`src/rtl/job_fetcher_pkg.sv`:
```
// Shared types and AXI constants for the descriptor fetcher.
// Latency: n/a (definitions only).
// Backpressure: n/a.
package job_fetcher_pkg;

  // Fetch sequencer states
  typedef enum logic [2:0] {
    ST_IDLE     = 3'd0,
    ST_ADDR     = 3'd1,
    ST_DATA     = 3'd2,
    ST_DISPATCH = 3'd3,
    ST_DONE     = 3'd4,
    ST_ERROR    = 3'd5
  } fetch_state_t;

  // One descriptor is exactly one 64-byte AXI beat
  localparam int unsigned DESC_BYTES    = 64;
  localparam logic [2:0]  AR_SIZE_64B   = 3'b110;
  localparam logic [7:0]  AR_LEN_SINGLE = 8'd0;
  localparam logic [1:0]  AR_BURST_INCR = 2'b01;
  localparam logic [3:0]  AR_CACHE_VAL  = 4'b0011;
  localparam logic [2:0]  AR_PROT_VAL   = 3'b000;
  localparam logic [3:0]  AR_QOS_VAL    = 4'b0000;
  localparam logic [3:0]  AR_REGION_VAL = 4'b0000;
  localparam logic [1:0]  RESP_OKAY     = 2'b00;

  // Advance a ring offset by one descriptor, wrapping at the ring size
  function automatic logic [31:0] next_offset(input logic [31:0] off,
                                              input logic [31:0] size);
    logic [31:0] inc;
    inc = off + 32'(DESC_BYTES);
    return (inc == size) ? 32'd0 : inc;
  endfunction

endpackage

```
`src/rtl/job_fetcher_if.sv`:
```
// AXI4 read address + read data bundle between the fetcher and memory.
// Latency: wires only.
// Backpressure: arvalid/arready on AR, rvalid/rready on R.
interface job_fetcher_if #(
  parameter int ID_WIDTH     = 1,
  parameter int ARUSER_WIDTH = 8,
  parameter int DATA_WIDTH   = 512,
  parameter int ADDR_WIDTH   = 64
);

  logic [ID_WIDTH-1:0]     arid;
  logic [ADDR_WIDTH-1:0]   araddr;
  logic [7:0]              arlen;
  logic [2:0]              arsize;
  logic [1:0]              arburst;
  logic [3:0]              arcache;
  logic                    arlock;
  logic [2:0]              arprot;
  logic [3:0]              arqos;
  logic [3:0]              arregion;
  logic [ARUSER_WIDTH-1:0] aruser;
  logic                    arvalid;
  logic                    arready;

  logic [ID_WIDTH-1:0]     rid;
  logic [DATA_WIDTH-1:0]   rdata;
  logic [1:0]              rresp;
  logic                    rlast;
  logic                    rvalid;
  logic                    rready;

  // Fetcher side: issues reads, sinks data
  modport master (
    output arid, araddr, arlen, arsize, arburst, arcache, arlock,
           arprot, arqos, arregion, aruser, arvalid,
    input  arready,
    input  rid, rdata, rresp, rlast, rvalid,
    output rready
  );

  // Memory side: accepts reads, returns data
  modport slave (
    input  arid, araddr, arlen, arsize, arburst, arcache, arlock,
           arprot, arqos, arregion, aruser, arvalid,
    output arready,
    output rid, rdata, rresp, rlast, rvalid,
    input  rready
  );

endinterface

```
`src/rtl/job_fetcher_free_kernel_picker.sv`:
```
// Picks the lowest-index idle kernel as a one-hot vector.
// Latency: combinational.
// Backpressure: none; any_free low means no kernel may be started.
module free_kernel_picker #(
  parameter int KERNEL_NUM = 8
) (
  input  logic [KERNEL_NUM-1:0] kernel_busy,
  output logic [KERNEL_NUM-1:0] pick,
  output logic                  any_free
);

  logic [KERNEL_NUM-1:0] free;

  assign free     = ~kernel_busy;
  // Two's-complement trick isolates the least significant set bit
  assign pick     = free & (~free + KERNEL_NUM'(1));
  assign any_free = |free;

endmodule

```
`src/rtl/job_fetcher.sv`:
```
// Walks a descriptor ring over AXI (one 64B beat per job) and starts a free kernel per descriptor.
// Latency: >=4 cycles per job (AR, R, pick, pulse) plus memory latency and kernel-busy stalls.
// Backpressure: holds arvalid until arready; waits in dispatch while every kernel is busy.
module job_fetcher
  import job_fetcher_pkg::*;
#(
  parameter int KERNEL_NUM   = 8,
  parameter int ID_WIDTH     = 1,
  parameter int ARUSER_WIDTH = 8,
  parameter int DATA_WIDTH   = 512,
  parameter int ADDR_WIDTH   = 64
) (
  input  logic                  clk,
  input  logic                  rst_n,
  input  logic                  fetch_enable,
  input  logic [63:0]           job_addr,
  input  logic [31:0]           job_size,
  input  logic [31:0]           job_count,
  input  logic [KERNEL_NUM-1:0] kernel_busy,
  output logic [KERNEL_NUM-1:0] kernel_start,
  output logic [DATA_WIDTH-1:0] system_register,
  output logic                  fetch_done,
  output logic                  fetch_error,
  job_fetcher_if.master         m_axi
);

  fetch_state_t          state;
  logic [31:0]           rd_offset;
  logic [31:0]           jobs_left;
  logic                  session_done;
  logic                  arvalid_q;
  logic [KERNEL_NUM-1:0] pick;
  logic                  any_free;
  logic                  unused_r;

  free_kernel_picker #(
    .KERNEL_NUM (KERNEL_NUM)
  ) u_picker (
    .kernel_busy (kernel_busy),
    .pick        (pick),
    .any_free    (any_free)
  );

  // Fixed single-beat, 64B, incrementing, bufferable/modifiable read requests
  assign m_axi.arid     = ID_WIDTH'(0);
  assign m_axi.arlen    = AR_LEN_SINGLE;
  assign m_axi.arsize   = AR_SIZE_64B;
  assign m_axi.arburst  = AR_BURST_INCR;
  assign m_axi.arcache  = AR_CACHE_VAL;
  assign m_axi.arlock   = 1'b0;
  assign m_axi.arprot   = AR_PROT_VAL;
  assign m_axi.arqos    = AR_QOS_VAL;
  assign m_axi.arregion = AR_REGION_VAL;
  assign m_axi.aruser   = ARUSER_WIDTH'(0);
  assign m_axi.arvalid  = arvalid_q;
  // Address wraps silently; rd_offset only changes between requests so araddr is stable while valid
  assign m_axi.araddr   = ADDR_WIDTH'(job_addr + {32'd0, rd_offset});
  // Only one read is ever outstanding, so data is always accepted
  assign m_axi.rready   = 1'b1;

  // Single-beat reads with a single outstanding request make rid/rlast redundant
  assign unused_r = ^{m_axi.rid, m_axi.rlast};

  // Fetch sequencer: request, receive, dispatch, advance; all outputs registered
  always_ff @(posedge clk or negedge rst_n) begin
    if (!rst_n) begin
      state           <= ST_IDLE;
      kernel_start    <= '0;
      system_register <= '0;
      fetch_done      <= 1'b0;
      fetch_error     <= 1'b0;
      arvalid_q       <= 1'b0;
      rd_offset       <= 32'd0;
      jobs_left       <= 32'd0;
      session_done    <= 1'b0;
    end else begin
      kernel_start <= '0;
      fetch_done   <= 1'b0;
      // Dropping enable re-arms the block for the next session
      if (!fetch_enable) begin
        session_done <= 1'b0;
      end

      case (state)
        ST_IDLE: begin
          if (fetch_enable && (job_count != 32'd0) && !session_done) begin
            jobs_left <= job_count;
            rd_offset <= 32'd0;
            arvalid_q <= 1'b1;
            state     <= ST_ADDR;
          end
        end

        // Request stays up until accepted, even if the session is abandoned
        ST_ADDR: begin
          if (arvalid_q && m_axi.arready) begin
            arvalid_q <= 1'b0;
            state     <= ST_DATA;
          end
        end

        // The beat is always consumed; an abandoned session just discards it
        ST_DATA: begin
          if (m_axi.rvalid) begin
            if (m_axi.rresp != RESP_OKAY) begin
              fetch_error <= 1'b1;
              state       <= ST_ERROR;
            end else begin
              system_register <= m_axi.rdata;
              state           <= fetch_enable ? ST_DISPATCH : ST_IDLE;
            end
          end
        end

        // First cycle picks a kernel; the pulse cycle advances the ring.
        // The pick can never follow a pulse directly, so kernel_busy has settled.
        ST_DISPATCH: begin
          if (kernel_start != '0) begin
            rd_offset <= next_offset(rd_offset, job_size);
            jobs_left <= jobs_left - 32'd1;
            if (jobs_left == 32'd1) begin
              fetch_done <= 1'b1;
              state      <= ST_DONE;
            end else if (!fetch_enable) begin
              state <= ST_IDLE;
            end else begin
              arvalid_q <= 1'b1;
              state     <= ST_ADDR;
            end
          end else if (!fetch_enable) begin
            state <= ST_IDLE;
          end else if (any_free) begin
            kernel_start <= pick;
          end
        end

        // fetch_done is high for exactly this cycle
        ST_DONE: begin
          session_done <= 1'b1;
          state        <= ST_IDLE;
        end

        // Error is sticky until software closes the session
        ST_ERROR: begin
          if (!fetch_enable) begin
            fetch_error <= 1'b0;
            state       <= ST_IDLE;
          end
        end

        default: begin
          state <= ST_IDLE;
        end
      endcase
    end
  end

endmodule

```
`src/flat_wrapper.sv`:
```
// flat-port wrapper written by rule: the top's interface ports become plain ports
module job_fetcher_flat import job_fetcher_pkg::*;
#(
  parameter int KERNEL_NUM   = 8,
  parameter int ID_WIDTH     = 1,
  parameter int ARUSER_WIDTH = 8,
  parameter int DATA_WIDTH   = 512,
  parameter int ADDR_WIDTH   = 64
)
  (clk, rst_n, fetch_enable, job_addr, job_size, job_count, kernel_busy, kernel_start, system_register, fetch_done, fetch_error, m_axi_arid, m_axi_araddr, m_axi_arlen, m_axi_arsize, m_axi_arburst, m_axi_arcache, m_axi_arlock, m_axi_arprot, m_axi_arqos, m_axi_arregion, m_axi_aruser, m_axi_arvalid, m_axi_arready, m_axi_rid, m_axi_rdata, m_axi_rresp, m_axi_rlast, m_axi_rvalid, m_axi_rready);
  job_fetcher_if #(.ID_WIDTH(ID_WIDTH), .ARUSER_WIDTH(ARUSER_WIDTH), .DATA_WIDTH(DATA_WIDTH), .ADDR_WIDTH(ADDR_WIDTH)) m_axi_i ();
  input  logic clk;
  input  logic rst_n;
  input  logic fetch_enable;
  input  logic [63:0] job_addr;
  input  logic [31:0] job_size;
  input  logic [31:0] job_count;
  input  logic [KERNEL_NUM-1:0] kernel_busy;
  output logic [KERNEL_NUM-1:0] kernel_start;
  output logic [DATA_WIDTH-1:0] system_register;
  output logic fetch_done;
  output logic fetch_error;
  output wire logic [$bits(m_axi_i.arid)-1:0] m_axi_arid;
  output wire logic [$bits(m_axi_i.araddr)-1:0] m_axi_araddr;
  output wire logic [$bits(m_axi_i.arlen)-1:0] m_axi_arlen;
  output wire logic [$bits(m_axi_i.arsize)-1:0] m_axi_arsize;
  output wire logic [$bits(m_axi_i.arburst)-1:0] m_axi_arburst;
  output wire logic [$bits(m_axi_i.arcache)-1:0] m_axi_arcache;
  output wire logic [$bits(m_axi_i.arlock)-1:0] m_axi_arlock;
  output wire logic [$bits(m_axi_i.arprot)-1:0] m_axi_arprot;
  output wire logic [$bits(m_axi_i.arqos)-1:0] m_axi_arqos;
  output wire logic [$bits(m_axi_i.arregion)-1:0] m_axi_arregion;
  output wire logic [$bits(m_axi_i.aruser)-1:0] m_axi_aruser;
  output wire logic [$bits(m_axi_i.arvalid)-1:0] m_axi_arvalid;
  input wire logic [$bits(m_axi_i.arready)-1:0] m_axi_arready;
  input wire logic [$bits(m_axi_i.rid)-1:0] m_axi_rid;
  input wire logic [$bits(m_axi_i.rdata)-1:0] m_axi_rdata;
  input wire logic [$bits(m_axi_i.rresp)-1:0] m_axi_rresp;
  input wire logic [$bits(m_axi_i.rlast)-1:0] m_axi_rlast;
  input wire logic [$bits(m_axi_i.rvalid)-1:0] m_axi_rvalid;
  output wire logic [$bits(m_axi_i.rready)-1:0] m_axi_rready;
  assign m_axi_arid = m_axi_i.arid;
  assign m_axi_araddr = m_axi_i.araddr;
  assign m_axi_arlen = m_axi_i.arlen;
  assign m_axi_arsize = m_axi_i.arsize;
  assign m_axi_arburst = m_axi_i.arburst;
  assign m_axi_arcache = m_axi_i.arcache;
  assign m_axi_arlock = m_axi_i.arlock;
  assign m_axi_arprot = m_axi_i.arprot;
  assign m_axi_arqos = m_axi_i.arqos;
  assign m_axi_arregion = m_axi_i.arregion;
  assign m_axi_aruser = m_axi_i.aruser;
  assign m_axi_arvalid = m_axi_i.arvalid;
  assign m_axi_i.arready = m_axi_arready;
  assign m_axi_i.rid = m_axi_rid;
  assign m_axi_i.rdata = m_axi_rdata;
  assign m_axi_i.rresp = m_axi_rresp;
  assign m_axi_i.rlast = m_axi_rlast;
  assign m_axi_i.rvalid = m_axi_rvalid;
  assign m_axi_rready = m_axi_i.rready;
  job_fetcher #(.KERNEL_NUM(KERNEL_NUM), .ID_WIDTH(ID_WIDTH), .ARUSER_WIDTH(ARUSER_WIDTH), .DATA_WIDTH(DATA_WIDTH), .ADDR_WIDTH(ADDR_WIDTH)) u_core (.clk(clk), .rst_n(rst_n), .fetch_enable(fetch_enable), .job_addr(job_addr), .job_size(job_size), .job_count(job_count), .kernel_busy(kernel_busy), .kernel_start(kernel_start), .system_register(system_register), .fetch_done(fetch_done), .fetch_error(fetch_error), .m_axi(m_axi_i));
endmodule
```
`config.mk`:
```
export PLATFORM = sky130hd
export DESIGN_NAME = job_fetcher_flat
export DESIGN_NICKNAME = d
export VERILOG_FILES = /design/src/rtl/job_fetcher_pkg.sv /design/src/rtl/job_fetcher_if.sv /design/src/rtl/job_fetcher_free_kernel_picker.sv /design/src/rtl/job_fetcher.sv /design/src/flat_wrapper.sv
export SDC_FILE = /design/constraint.sdc
export NUM_CORES = 1
export LEC_CHECK = 0
export ABC_AREA = 1
export CORE_AREA = 2 2 506 508
export DETAILED_ROUTE_END_ITERATION = 16
export DIE_AREA = 0 0 508 510
export PLACE_DENSITY = 0.31
export SYNTH_ARGS = -nofsm -noshare
export SYNTH_HDL_FRONTEND = slang
export SYNTH_SLANG_ARGS = --single-unit
```
`constraint.sdc`:
```
create_clock -name clk -period 7.1 [get_ports clk]
set_input_delay 1.42 -clock clk [delete_from_list [all_inputs] [get_ports clk]]
set_output_delay 1.42 -clock clk [all_outputs]
set_load 0.005 [all_outputs]
```
==> impl_metrics.py, run 1 <==
metrics = {
    "status": {
        "status": "finished clean",
    },
    "sta": {
        "timing.final.ws_setup_ns": 0.943,
        "relSlewSlack_pct": 40.3,
        "fmax_mhz": 162,
        "slew_violations": 0,
        "finClkSkew_ns": 0.0927,
        "worst_pin_slew_ns": 0.896,
        "hold_violations": 0,
        "rsz0062_at_grt": "false",
        "holdWs_ns": 0.496,
        "fin_crit_sh_pct": 86.7,
        "min_period_ns": 6.16,
        "tns_ns": 0,
        "setup_violations": 0,
    },
    "route": {
        "first_iter_violations": 994,
        "drc": 0,
        "dr.pass1.iters": 5,
        "vias": 24600,
        "antenna_left": 0,
        "avgViaCountPerCell": 3.38,
        "finalWirelength_um": 194000,
        "wire_per_inst_um": 26.7,
    },
    "place": {
        "hpwlAfterDp_um": 165000,
        "place_ws_ns": 0.927,
        "place.gp.congestion": 0.849,
        "port_buffers": 1229,
        "placed_area_mm2": 0.0437,
    },
    "power": {
        "pwr_density_cell_mw_per_mm2": 365,
        "peakVddDrop_mv": 0.205,
        "p_leak_uw": 0.0197,
    },
    "clock_tree": {
        "cts_tree": "yes",
        "cts_root_buffer": "clkbuf_16",
        "cts.htree.levels": 3,
        "insertion_delay_ns": 0.73,
        "clkSlewWorstSetupHoldPaths_ns": 0.06,
        "clock_sinks": 585,
        "clockBufferDepth": 3,
        "cts_setup_buffers": 0,
        "postCtsResizedCells": 0,
        "hold_buffers": 0,
        "numCtsBuffers": 87,
    },
    "critical_path": {
        "critPathArrivalTime_ns": 4.74,
        "start_kind": "input port",
        "worstPathRequired_ns": 5.68,
        "crit_start": "job_addr[22]",
        "critPathMaxFanout": 5,
        "path_class": "input port to output pin",
        "setup.worst_path.end_class": "output pin",
        "r2r_start": "u_core.state[1]",
    },
    "yosys": {
        "synth_flop_cell": "dfrtp_1",
        "yosysMostFrequentCell": "dfrtp_1",
        "synth_area_leaders": "dfrtp_1 (53%), mux2_2 (21%), nand2_1 (6.6%)",
        "synth-seq-cells": 585,
        "yosysTopAreaCell": "dfrtp_1",
        "yosys_warnings": 0,
        "synth_edf_count": 0,
        "synth_cell_type_count": 48,
        "synth_commonest_cells": "dfrtp_1 (585), mux2_2 (512), nand2_1 (483)",
        "synth_area_mm2": 0.0275,
        "syn_inst": 2557,
        "syn_avg_cell_area_um2": 10.7,
        "ys_seq_area_share_pct": 53.3,
        "synthArstFlopShare_pct": 100,
        "synthDominantCellAreaShare_pct": 53.3,
    },
    "final_layout": {
        "final-seq-area_mm2": 0.0146,
        "multi_input_area_mm2": 0.0116,
        "syn2layout_area_growth_pct": 70.5,
        "final_util_pct": 18.5,
        "final_nets": 4500,
        "fin_area_mm2": 0.0468,
        "fillCellCount": 28100,
        "drive_gt1_share_pct": 18.3,
    },
    "floorplanning": {
        "initial_core_util_pct": 10.8,
        "pin_count": 1283,
        "coreArea_mm2": 0.253,
        "fp.dieW_um": 508,
        "die_y_um": 510,
        "std_cell_rows": 185,
        "die_area_mm2": 0.259,
    },
    "global_route": {
        "grt_use_total_pct": 14.5,
        "grt_pass1_vias": 25800,
        "grt_max_degree": 134,
        "overflow": 0,
        "antenna_found_initial": 190,
        "grt_pass1_wl_um": 250000,
    },
    "worst_hold_path": {
        "hold_path_class": "flop to flop",
        "hold_start": "u_core.jobs_left[26]",
    },
    "job": {
        "maxCapViolations": 0,
    },
}
worst paths after layout:
kind / endpoint / slack [ns] / cells past startpoint
worst max-delay path: m_axi_araddr[40] / 0.94 / 12
worst min-delay path: u_core.jobs_left[26] / 0.50 / 2
worst max register to register: u_core.jobs_left[19] / 3.83 / 14
worst min register to register: u_core.jobs_left[26] / 0.50 / 2
max in group asynchronous: u_core.system_register[32] / 4.99 / 2
min in group asynchronous: u_core.system_register[113] / 0.57 / 1
layout make-up:
class	instances	share of cell area (%)
diodes	40	0.214
clock buffers	139	5.69
clock inverters	17	0.709
inverters	173	1.39
multi-input cells	1713	24.8
flip-flops and latches	585	31.3
well taps	3366	9.00
repair buffers	1254	26.9
per-layer routing:
metal	routed length, µm	GRT usage [%]	up-vias
met4	6920	4.57	168
met1	59900	12.8	11900
li1	-	-	11100
met2	105000	27.9	1058
met5	1020	0	-
met3	21300	7.75	413
layout by cell type, fill, tap and decap left out, drive strengths merged, types with 38 or more instances in the layout:
cell,instances
o21ai,64
mux2,512
dfrtp,585
clkdlybuf4s50,1228
nor2,228
nand2,489
a21oi,43
diode,40
nand3,97
clkbuf,139
inv,174
xor2,53
nor3,38
conb,39
flip-flops by register name, summed over array words and instances, names as in the netlist:
| name | cells |
|---|---|
| u_core.fetch_done | 1 |
| u_core.fetch_error | 1 |
| u_core.jobs_left | 32 |
| u_core.kernel_start | 8 |
| u_core.m_axi.arvalid | 1 |
| u_core.rd_offset | 26 |
| u_core.session_done | 1 |
| u_core.state | 3 |
| u_core.system_register | 512 |
metrics by stage:
stage                     instances  total power [µW]
after floorplan                2594              7400
after global placement         7091             12800
after detailed placement       7091             12900
final                          7287             17100
after CTS                      7247             17700
after global routing           7256             18100
cell families (layout without fill, tap and decap cells):
family                   count (synthesis)  count (layout)  synth area share, %
AO/OA/AOI/OAI                          143             143                 2.96
XOR/XNOR                                64              64                 2.10
adder cells (fa/ha/maj)                 29              29                 1.32
buffers and inverters                  296            1583                 4.91
flip-flops                             585             585                 53.3
multiplexers                           512             512                 21.0
other                                    2              79               0.0274
AND/OR/NAND/NOR                        926             926                 14.4
worst max-delay path, stage by stage:
cell and delay, ns:
clkdlybuf4s50_1 0.48, ha_1 0.46, nand2_1 0.14, inv_1 0.08, a21oi_1 0.08, o21bai_1 0.40
nand3b_1 0.35, nand2_1 0.10, nand2_1 0.18, nand3_1 0.17, xor2_1 0.29, clkdlybuf4s50_1 0.59
report_power, final:
part           switching (µW)  internal, µW  total [µW]
clock                    1900          2720        4620
combinational            3280          3660        6950
sequential                779          4730        5510
Power figures use the tool's default switching activity.
==> run 2, diff against run 1 <==
- ABC_CLOCK_PERIOD_IN_PS: not set -> 7100
==> results of run 2 <==
The final DEF is identical to that of run 1; final timing and power are the same.
